## src/rtl/ssd_scan_controller.sv

```systemverilog
// ssd_scan_controller
// Time-multiplexed scan controller for an 8-digit common-anode seven-segment
// display. It holds a committed display word of 4-bit digit codes and steps
// through the anodes one slot at a time. Each slot starts with a short dead
// time with all anodes off. New data is staged in a pending register and is
// only copied into the display at a frame boundary. The controller also
// provides leading-zero blanking and a blinking "FAIL" message mode.
//
// Ports
//   clk            system clock
//   rst_n          asynchronous active-low reset
//   i_enable       1 = scanning; 0 = display dark, counters frozen
//   i_load         single-cycle strobe, captures i_data_in / i_dp_in as pending
//   i_data_in      digit codes, [4k+3:4k] = digit k (digit 0 = rightmost)
//   i_dp_in        decimal point per digit, 1 = lit
//   i_blank_lz     1 = suppress leading zeros
//   i_fail         level, 1 = show blinking "FAIL"
//   o_bcd          digit code to the downstream segment decoder, 4'hF = blank
//   o_an           anodes, active low
//   o_dp           decimal-point cathode, active low
//   o_upd_ack      one-cycle pulse after pending data is committed
//   o_frame_done   one-cycle pulse on the last cycle of each full frame
module ssd_scan_controller #(
    parameter int NUM_DIGITS   = 8,
    parameter int REFRESH_DIV  = 100000,
    parameter int DEAD_CYC     = 16,
    parameter int BLINK_FRAMES = 62
) (
    input  logic                    clk,
    input  logic                    rst_n,
    input  logic                    i_enable,
    input  logic                    i_load,
    input  logic [4*NUM_DIGITS-1:0] i_data_in,
    input  logic [NUM_DIGITS-1:0]   i_dp_in,
    input  logic                    i_blank_lz,
    input  logic                    i_fail,
    output logic [3:0]              o_bcd,
    output logic [NUM_DIGITS-1:0]   o_an,
    output logic                    o_dp,
    output logic                    o_upd_ack,
    output logic                    o_frame_done
);

    localparam int PW = (REFRESH_DIV  > 1) ? $clog2(REFRESH_DIV)  : 1;
    localparam int IW = (NUM_DIGITS   > 1) ? $clog2(NUM_DIGITS)   : 1;
    localparam int BW = (BLINK_FRAMES > 1) ? $clog2(BLINK_FRAMES) : 1;

    localparam logic [PW-1:0] PRESC_LAST   = PW'(REFRESH_DIV - 1);
    localparam logic [PW-1:0] DEAD_LEN     = PW'(DEAD_CYC);
    localparam logic [IW-1:0] IDX_LAST     = IW'(NUM_DIGITS - 1);
    localparam logic [BW-1:0] BLINK_RELOAD = BW'(BLINK_FRAMES - 1);

    logic [PW-1:0]           r_presc;
    logic [IW-1:0]           r_idx;
    logic [4*NUM_DIGITS-1:0] r_disp;
    logic [NUM_DIGITS-1:0]   r_disp_dp;
    logic [4*NUM_DIGITS-1:0] r_pend;
    logic [NUM_DIGITS-1:0]   r_pend_dp;
    logic                    r_pend_vld;
    logic [BW-1:0]           r_blink_cnt;
    logic                    r_blink_on;
    logic                    r_commit;
    logic [3:0]              r_bcd;
    logic [NUM_DIGITS-1:0]   r_an;
    logic                    r_dp;
    logic                    r_upd_ack;
    logic                    r_frame_done;

    logic                    w_slot_end;
    logic                    w_frame_end;
    logic                    w_commit;
    logic                    w_dead;
    logic                    w_dark;
    logic [NUM_DIGITS-1:0]   w_lz_mask;
    logic                    w_lz_run;
    logic [3:0]              w_digit;
    logic                    w_dp_bit;
    logic                    w_lz_bit;
    logic [3:0]              w_fail_code;
    logic [3:0]              w_bcd_nxt;
    logic                    w_dp_nxt;
    logic [NUM_DIGITS-1:0]   w_an_nxt;

    assign w_slot_end  = i_enable && (r_presc == PRESC_LAST);
    assign w_frame_end = w_slot_end && (r_idx == IDX_LAST);
    assign w_commit    = w_frame_end && r_pend_vld;
    assign w_dead      = (r_presc < DEAD_LEN);
    // Blink off phase darkens every anode, not just the message digits.
    assign w_dark      = w_dead || (i_fail && !r_blink_on);

    // Leading-zero mask: walk down from the most significant digit while
    // codes are zero. Digit 0 is never part of the mask.
    always_comb begin
        w_lz_mask = '0;
        w_lz_run  = i_blank_lz;
        for (int k = NUM_DIGITS - 1; k >= 1; k--) begin
            w_lz_run     = w_lz_run && (r_disp[4*k +: 4] == 4'h0);
            w_lz_mask[k] = w_lz_run;
        end
    end

    always_comb begin
        w_digit  = 4'h0;
        w_dp_bit = 1'b0;
        w_lz_bit = 1'b0;
        for (int k = 0; k < NUM_DIGITS; k++) begin
            if (r_idx == IW'(k)) begin
                w_digit  = r_disp[4*k +: 4];
                w_dp_bit = r_disp_dp[k];
                w_lz_bit = w_lz_mask[k];
            end
        end
    end

    // Codes B..E are the decoder glyphs for F, A, I, L.
    always_comb begin
        w_fail_code = 4'hF;
        if (r_idx == IW'(0))      w_fail_code = 4'hE;
        else if (r_idx == IW'(1)) w_fail_code = 4'hD;
        else if (r_idx == IW'(2)) w_fail_code = 4'hC;
        else if (r_idx == IW'(3)) w_fail_code = 4'hB;
    end

    always_comb begin
        w_bcd_nxt = w_digit;
        w_dp_nxt  = ~w_dp_bit;
        if (i_fail) begin
            w_bcd_nxt = r_blink_on ? w_fail_code : 4'hF;
            w_dp_nxt  = 1'b1;
        end else if (w_lz_bit) begin
            w_bcd_nxt = 4'hF;
            w_dp_nxt  = 1'b1;
        end
        for (int k = 0; k < NUM_DIGITS; k++) begin
            w_an_nxt[k] = w_dark || (r_idx != IW'(k));
        end
    end

    // Slot position and digit index.
    always_ff @(posedge clk or negedge rst_n) begin
        if (!rst_n) begin
            r_presc <= '0;
            r_idx   <= '0;
        end else if (i_enable) begin
            if (w_slot_end) begin
                r_presc <= '0;
                r_idx   <= (r_idx == IDX_LAST) ? '0 : r_idx + 1'b1;
            end else begin
                r_presc <= r_presc + 1'b1;
            end
        end
    end

    // Pending capture runs even while disabled. A load that coincides with
    // a commit still wins, so the new data waits for the next frame.
    always_ff @(posedge clk or negedge rst_n) begin
        if (!rst_n) begin
            r_pend     <= '0;
            r_pend_dp  <= '0;
            r_pend_vld <= 1'b0;
            r_disp     <= '0;
            r_disp_dp  <= '0;
            r_commit   <= 1'b0;
        end else begin
            if (i_load) begin
                r_pend     <= i_data_in;
                r_pend_dp  <= i_dp_in;
                r_pend_vld <= 1'b1;
            end else if (w_commit) begin
                r_pend_vld <= 1'b0;
            end
            if (w_commit) begin
                r_disp    <= r_pend;
                r_disp_dp <= r_pend_dp;
            end
            r_commit <= w_commit;
        end
    end

    // Blink phase: down-counter of frame ends while in fail mode.
    always_ff @(posedge clk or negedge rst_n) begin
        if (!rst_n) begin
            r_blink_cnt <= BLINK_RELOAD;
            r_blink_on  <= 1'b1;
        end else if (!i_fail) begin
            r_blink_cnt <= BLINK_RELOAD;
            r_blink_on  <= 1'b1;
        end else if (w_frame_end) begin
            if (r_blink_cnt == '0) begin
                r_blink_cnt <= BLINK_RELOAD;
                r_blink_on  <= ~r_blink_on;
            end else begin
                r_blink_cnt <= r_blink_cnt - 1'b1;
            end
        end
    end

    // Outputs are registered. frame_done therefore lines up with the last
    // registered cycle of the final slot, and upd_ack trails it by one cycle.
    always_ff @(posedge clk or negedge rst_n) begin
        if (!rst_n) begin
            r_bcd        <= 4'hF;
            r_an         <= '1;
            r_dp         <= 1'b1;
            r_upd_ack    <= 1'b0;
            r_frame_done <= 1'b0;
        end else begin
            if (i_enable) begin
                r_bcd <= w_bcd_nxt;
                r_an  <= w_an_nxt;
                r_dp  <= w_dp_nxt;
            end else begin
                r_bcd <= 4'hF;
                r_an  <= '1;
                r_dp  <= 1'b1;
            end
            r_frame_done <= w_frame_end;
            r_upd_ack    <= r_commit;
        end
    end

    assign o_bcd        = r_bcd;
    assign o_an         = r_an;
    assign o_dp         = r_dp;
    assign o_upd_ack    = r_upd_ack;
    assign o_frame_done = r_frame_done;

endmodule

```

## config.mk

```make
export PLATFORM = sky130hd
export DESIGN_NAME = ssd_scan_controller
export DESIGN_NICKNAME = d
export VERILOG_FILES = /design/src/rtl/ssd_scan_controller.sv
export SDC_FILE = /design/constraint.sdc
export NUM_CORES = 1
export LEC_CHECK = 0
export ABC_AREA = 1
export BUFFER_PORTS_ARGS = -buffer_cell sky130_fd_sc_hd__buf_2
export CORE_MARGIN = 5
export CORE_UTILIZATION = 33
export DETAILED_ROUTE_END_ITERATION = 16
export GPL_ROUTABILITY_DRIVEN = 0
export GPL_TIMING_DRIVEN = 0
export MAX_ROUTING_LAYER = met4
export PLACE_DENSITY = 0.48
export SYNTH_ARGS = -nofsm -noshare
export SYNTH_HDL_FRONTEND = slang
export SYNTH_SLANG_ARGS = --single-unit
```

## constraint.sdc

```tcl
create_clock -name clk -period 2.4 [get_ports clk]
set_input_delay 0.12 -clock clk [delete_from_list [all_inputs] [get_ports clk]]
set_output_delay 0.12 -clock clk [all_outputs]
set_load 0.03 [all_outputs]
```

### Word level (Yosys, flattened, before mapping)

Cells that the tools add are included.

* $add $sub $neg: 3
* multipliers: 0
* div/mod/pow operators: 0
* $lt $le $gt $ge: 1
* equality and inequality tests: 17
* shift operators: 0
* mux-type cells: 45
* bitwise gates (word level): 2
* reduce and logical (&&, ||, !) cells: 34

Operator list (count)
* 4-bit two-way mux: 12
* 4-bit zero test: 7
* 1-bit two-way mux: 23
* 6-bit two-way mux: 3
* 17-bit by 1-bit adder with 17-bit output (second input constant): 1
* 17-bit == test (second input constant): 1
* 17-bit by 5-bit less-than comparator with 1-bit output (second input constant): 1
* 17-bit two-way mux: 1
* 3-bit two-way mux: 5
* 3-bit == test (second input constant): 4
* 3-bit != test (second input constant): 4
* 1-bit logical AND: 11
* 1-bit logical OR: 9
* 8-bit two-way mux: 1
* 3-bit by 2-bit == test with 1-bit output (second input constant): 2
* 6-bit zero test: 1
* 3-bit by 2-bit != test with 1-bit output (second input constant): 2
* 6-bit by 1-bit subtractor with 6-bit output (second input constant): 1
* 2-bit by 1-bit != test with 1-bit output (second input constant): 2
* 2-bit AND reduction: 2
* 3-bit by 1-bit adder with 3-bit output (second input constant): 1
* 3-bit by 1-bit == test with 1-bit output (second input constant): 1
* 3-bit zero test: 1
* 3-bit by 1-bit != test with 1-bit output (second input constant): 1
* other kinds (4): 5

* bits in registers: 124
* bits in latches: 0
* memory bits (writable): 0
* ROM bits: 0
* input bits: 46
* output and inout port bits: 15
* word-level logic and storage cells: 117
* memories kept: 0

### Longest topological paths before layout

* depth after elaboration: 18
* depth in mapped cells: 18
* mapped depth without buffers: 18

### Worst setup path before layout

No wires, ideal clock.

* kind: register -> register
* from: register r_idx[2]
* to: register r_bcd[2], in the netlist o_bcd[2]
* setup time: 76 ps
* arrival time: 1590 ps
* required time: 2324 ps
* setup slack: 733 ps
* cell stages (with the launch flop): 15
* path buffers: 1
* clock period less this slack: 1667 ps
* cells stage by stage: dfrtp_1 buf_6 inv_2 ha_1 clkinv_1 nor2_1 nor2_1 nand2_1 nand2_1 nand2_1 nand2_1 a21oi_1 nand3_1 nand2_1 nand2_1

* word-level cells in the longest chain between the ends: 12
* elaborated cells on any way between the ends: 31
* classes of those cells: 7 x eq/ne; 23 x mux; 1 x reduce/logical

Ends and longest elaborated chain
* start, declared: line 54 `logic [IW-1:0] r_idx;`
* start signal, assigned: line 147 `r_idx <= (r_idx == IDX_LAST) ? '0 : r_idx + 1'b1;`
* 3-bit zero test: line 107, 118
* 4-bit two-way mux (8 in series): line 107 `if (r_idx == IW'(k)) begin`
* 4-bit two-way mux: line 130 `end else if (w_lz_bit) begin`
* 4-bit two-way mux *: line 127 `if (i_fail) begin`
* 4-bit two-way mux *: line 208 `if (i_enable) begin`
* end signal, assigned: line 209 `r_bcd <= w_bcd_nxt;`
* end, declared: line 63 `logic [3:0] r_bcd;`

Mark *: on every way between the ends. The rest lies on a longest branch, timed or not.
A chain may end at the register's enable or synchronous reset.

### Worst setup path in the final report

Same ends and word-level chain as after synthesis.

==> impl_results.md <==
* HPWL Detailed at 10.31 mm
* Post-Syn Area at around 6000 um^2
* Drt total wl at ~14 mm
* Asr flop ratio synth at 100.0%
* Postcts setup bufs at 0
* CTS sink cnt at ~120
* Clock Latency Late Sink at between 0.4 and 0.5 ns
* Wire per inst at roughly 14 um
* Post-DP Area at 6636 um^2
* Library cells used by synthesis at 42
* Share of post-route cells with drive strength above 1 at 29.21%
* Root Driver: clkbuf_16
* # DRC at 0
* Status: finished clean
* Critical path buffer and inverter count at 3
* Post-Synth Simple-Gate Area at a little under a quarter
* CP Max Fanout at 9
* Largest net degree at the start of global routing at 68
* Row cnt at 49
* TritonCTS clock tree: yes
* LEAKAGE at approximately 3.6 nW
* Die height at around 150 um
* Initial antenna violation count at 0
* Number of CTS-inserted buffers at 17
* Highest Clock Rate at between 0.4 and 0.5 GHz
* RSZ-0062 raised after global routing: false
* Critical Path Start Type: flop
* Pwr/cell area at about 730 nW/um^2
* Worst path most repeated cell: nand2_1
* Hold Violations, Final at 0
* Kind of critical path: flop to flop
* Post-synthesis net count at approximately 720
* Mux share of post-synthesis cell area at 0%
* Ys flop type: dfrtp_1
* Final clock skew at about 0.01 ns
* Most used cells in the layout excluding fill and tap cells: nand2_1 (148), dfrtp_1 (105), inv_1 (84)
* Critical path's slowest cell: dfrtp_1
* ANT nets after route at 0
* Synth warn at 0
* Number of flops mapped to enable cells by yosys at 0
* Die footprint at roughly 21000 um^2
* Slowest stage delay, CP at between 0.3 and 0.4 ns
* Arr. time, crit path at roughly 2.5 ns
* Core area at 17960 um^2
* PortBufs at 59
* Sequential area share after synthesis at about half
* Pins Over Slew Limit at 0
* Syn Area/Cell at 9.000 um^2
* Die W at about 150 um
* Period utilization at 87.73%
* Adder-Cell Fraction of Synth Area at between 1.5 and 2%
* GRT Total Usage at between 10% and 20%
* Tot Pwr at around 0.0055 W
* Initial core utilization at 33.52%
* Setup violators final at 0
* First-pass GRT wire length at about 24 mm
* Class of the worst hold path: input pin to flop
* Via-to-Cell Ratio at 4.549
* Synth Area in Compound Gates at 13.78%
* Crit. End Element: flop
* Resized cells post-CTS at 0
* Maximum VDD drop at approximately 0.00054 V
* Fillers at 1774
* CTS clk-pin slew, worst paths at approximately 0.050 ns
* Cell area after layout at about 7600 um^2
* Commonest non-fill, non-tap cell in the layout: nand2_1
* Slew @ Worst Pin at approximately 0.74 ns
* Max-slew headroom at approximately 51%
* Vias in the first global route at roughly 4.8k
* Synthesized instance count at about 670
* DRT Pass-1 Iters at 4
* Area grow syn2layout at 26.60%
* Iter 0 DRT Violations at 250
* Clock tree buffer depth at 2
* Critical Path, Cell by Cell: buf_6, inv_2, ha_1, clkinv_1, nand2_1, nand2_1, nand2_1, nand2_1, nand2_1, nand2_1, nand2_1, nand2_2, nand3_1, nand2_1, nand2_1
* Hold buffers post-CTS at 41
* Tmin final at 2.106 ns
* H-tree levels at 4
* Max Cap Viol at 0
* Synth Area in XOR/XNOR at less than 1%
* Via Count at about 4.7k
* Remaining global-route overflow at 0
* Nets at 844
* Critical Path RT at roughly 2.8 ns
* I/O Pins at slightly above 60
* CP delay by family, top: simple AND/OR/NAND/NOR gates
* Antenna Cells at 0
* Main combinational cell family by area after synthesis: simple AND/OR/NAND/NOR gates
* Synthesized flop and latch total at between 100 and 150
[per-stage QoR]
step | hold slack, ns | std cells | TNS [ns] | util [%] | worst slack, ns
global placement | 0.3299 | 957 | -41.60 | 36.76 | -0.4049
detailed placement | 0.1289 | 958 | 0 | 36.94 | 0.3348
CTS | 0.02469 | 1030 | 0 | 42.43 | 0.3078
global route | 0.05801 | 1030 | 0 | 42.43 | 0.1084
floorplan | -0.1756 | 669 | 0 | - | 0.7333
finish | 0.02988 | 1030 | 0 | 42.43 | 0.2944
[cells in the mapped netlist (7+ instances only)]
master	n	area, um^2
nand2_1	148	555.5
dfrtp_1	105	2628
inv_1	84	315.3
o21ai_0	56	280.3
nand2_2	48	300.3
o21ai_2	40	350.3
nor2_1	31	116.4
nand3_1	24	120.1
dfstp_2	19	499.2
a21oi_1	17	85.08
buf_6	10	112.6
clkbuf_1	10	37.54
ha_1	9	112.6
inv_2	7	26.28
[layout make-up]
| type | instances | area, um^2 | share of cell area, % |
|---|---|---|---|
| sequential | 124 | 3127 | 41.02 |
| multi-input combinational | 429 | 2379 | 31.20 |
| timing repair buffer | 101 | 739.5 | 9.701 |
| clock buffer | 20 | 456.7 | 5.991 |
| inverter | 94 | 352.8 | 4.629 |
| tap | 229 | 286.5 | 3.759 |
| buffer | 22 | 162.7 | 2.134 |
| clock inverter | 11 | 118.9 | 1.559 |
[state kept, by name, summed over array words and instances (netlist names), 4 cells and up]
name,flops
o_bcd,4
r_pend,32
r_pend_dp,8
o_an,8
r_disp,32
r_blink_cnt,6
r_presc,17
r_disp_dp,8
[worst min-delay path, cell delays in order]
cell and delay (ns):
buf_2 0.12, inv_2 0.06, nand2_1 0.05, nand2_1 0.05
[power breakdown]
part,internal (W),switching (W)
clock,0.00157,0.000909
sequential,0.00227,0.000137
combinational,0.000244,0.000416
total,0.00409,0.00146
[cell families (layout without fill, tap and decap cells)]
kind of cell,Yosys count,after routing
compound gates,129,129
fa+ha+maj,9,9
simple gates,287,287
buf+inv,116,248
xor+xnor,4,4
flops,124,124
[per-layer routing]
metal / vias up / track usage [%] / routed length [um]
met2: 70 / 22.56 / 6667
li1: 2372 / - / -
met5: - / - / 0
met4: 0 / 3.638 / 113
met1: 2236 / 18.31 / 6666
met3: 7 / 3.773 / 506
[final timing paths]
kind	start	cells after the start	slack, ns	endpoint
setup reg to reg	r_idx[2]$_DFFE_PN0P_	15	0.29	o_bcd[2]$_DFF_PN1_
setup / recovery	r_idx[2]$_DFFE_PN0P_	15	0.29	o_bcd[2]$_DFF_PN1_
hold reg to reg	r_commit$_DFF_PN0_	0	0.35	o_upd_ack$_DFF_PN0_
min in group asynchronous	rst_n	2	0.24	r_presc[15]$_DFFE_PN0P_
hold / removal	i_enable	4	0.03	r_presc[1]$_DFFE_PN0P_
max in group asynchronous	rst_n	3	1.44	r_disp[16]$_DFFE_PN0P_
No activity file was read; power rests on OpenSTA's default activity.
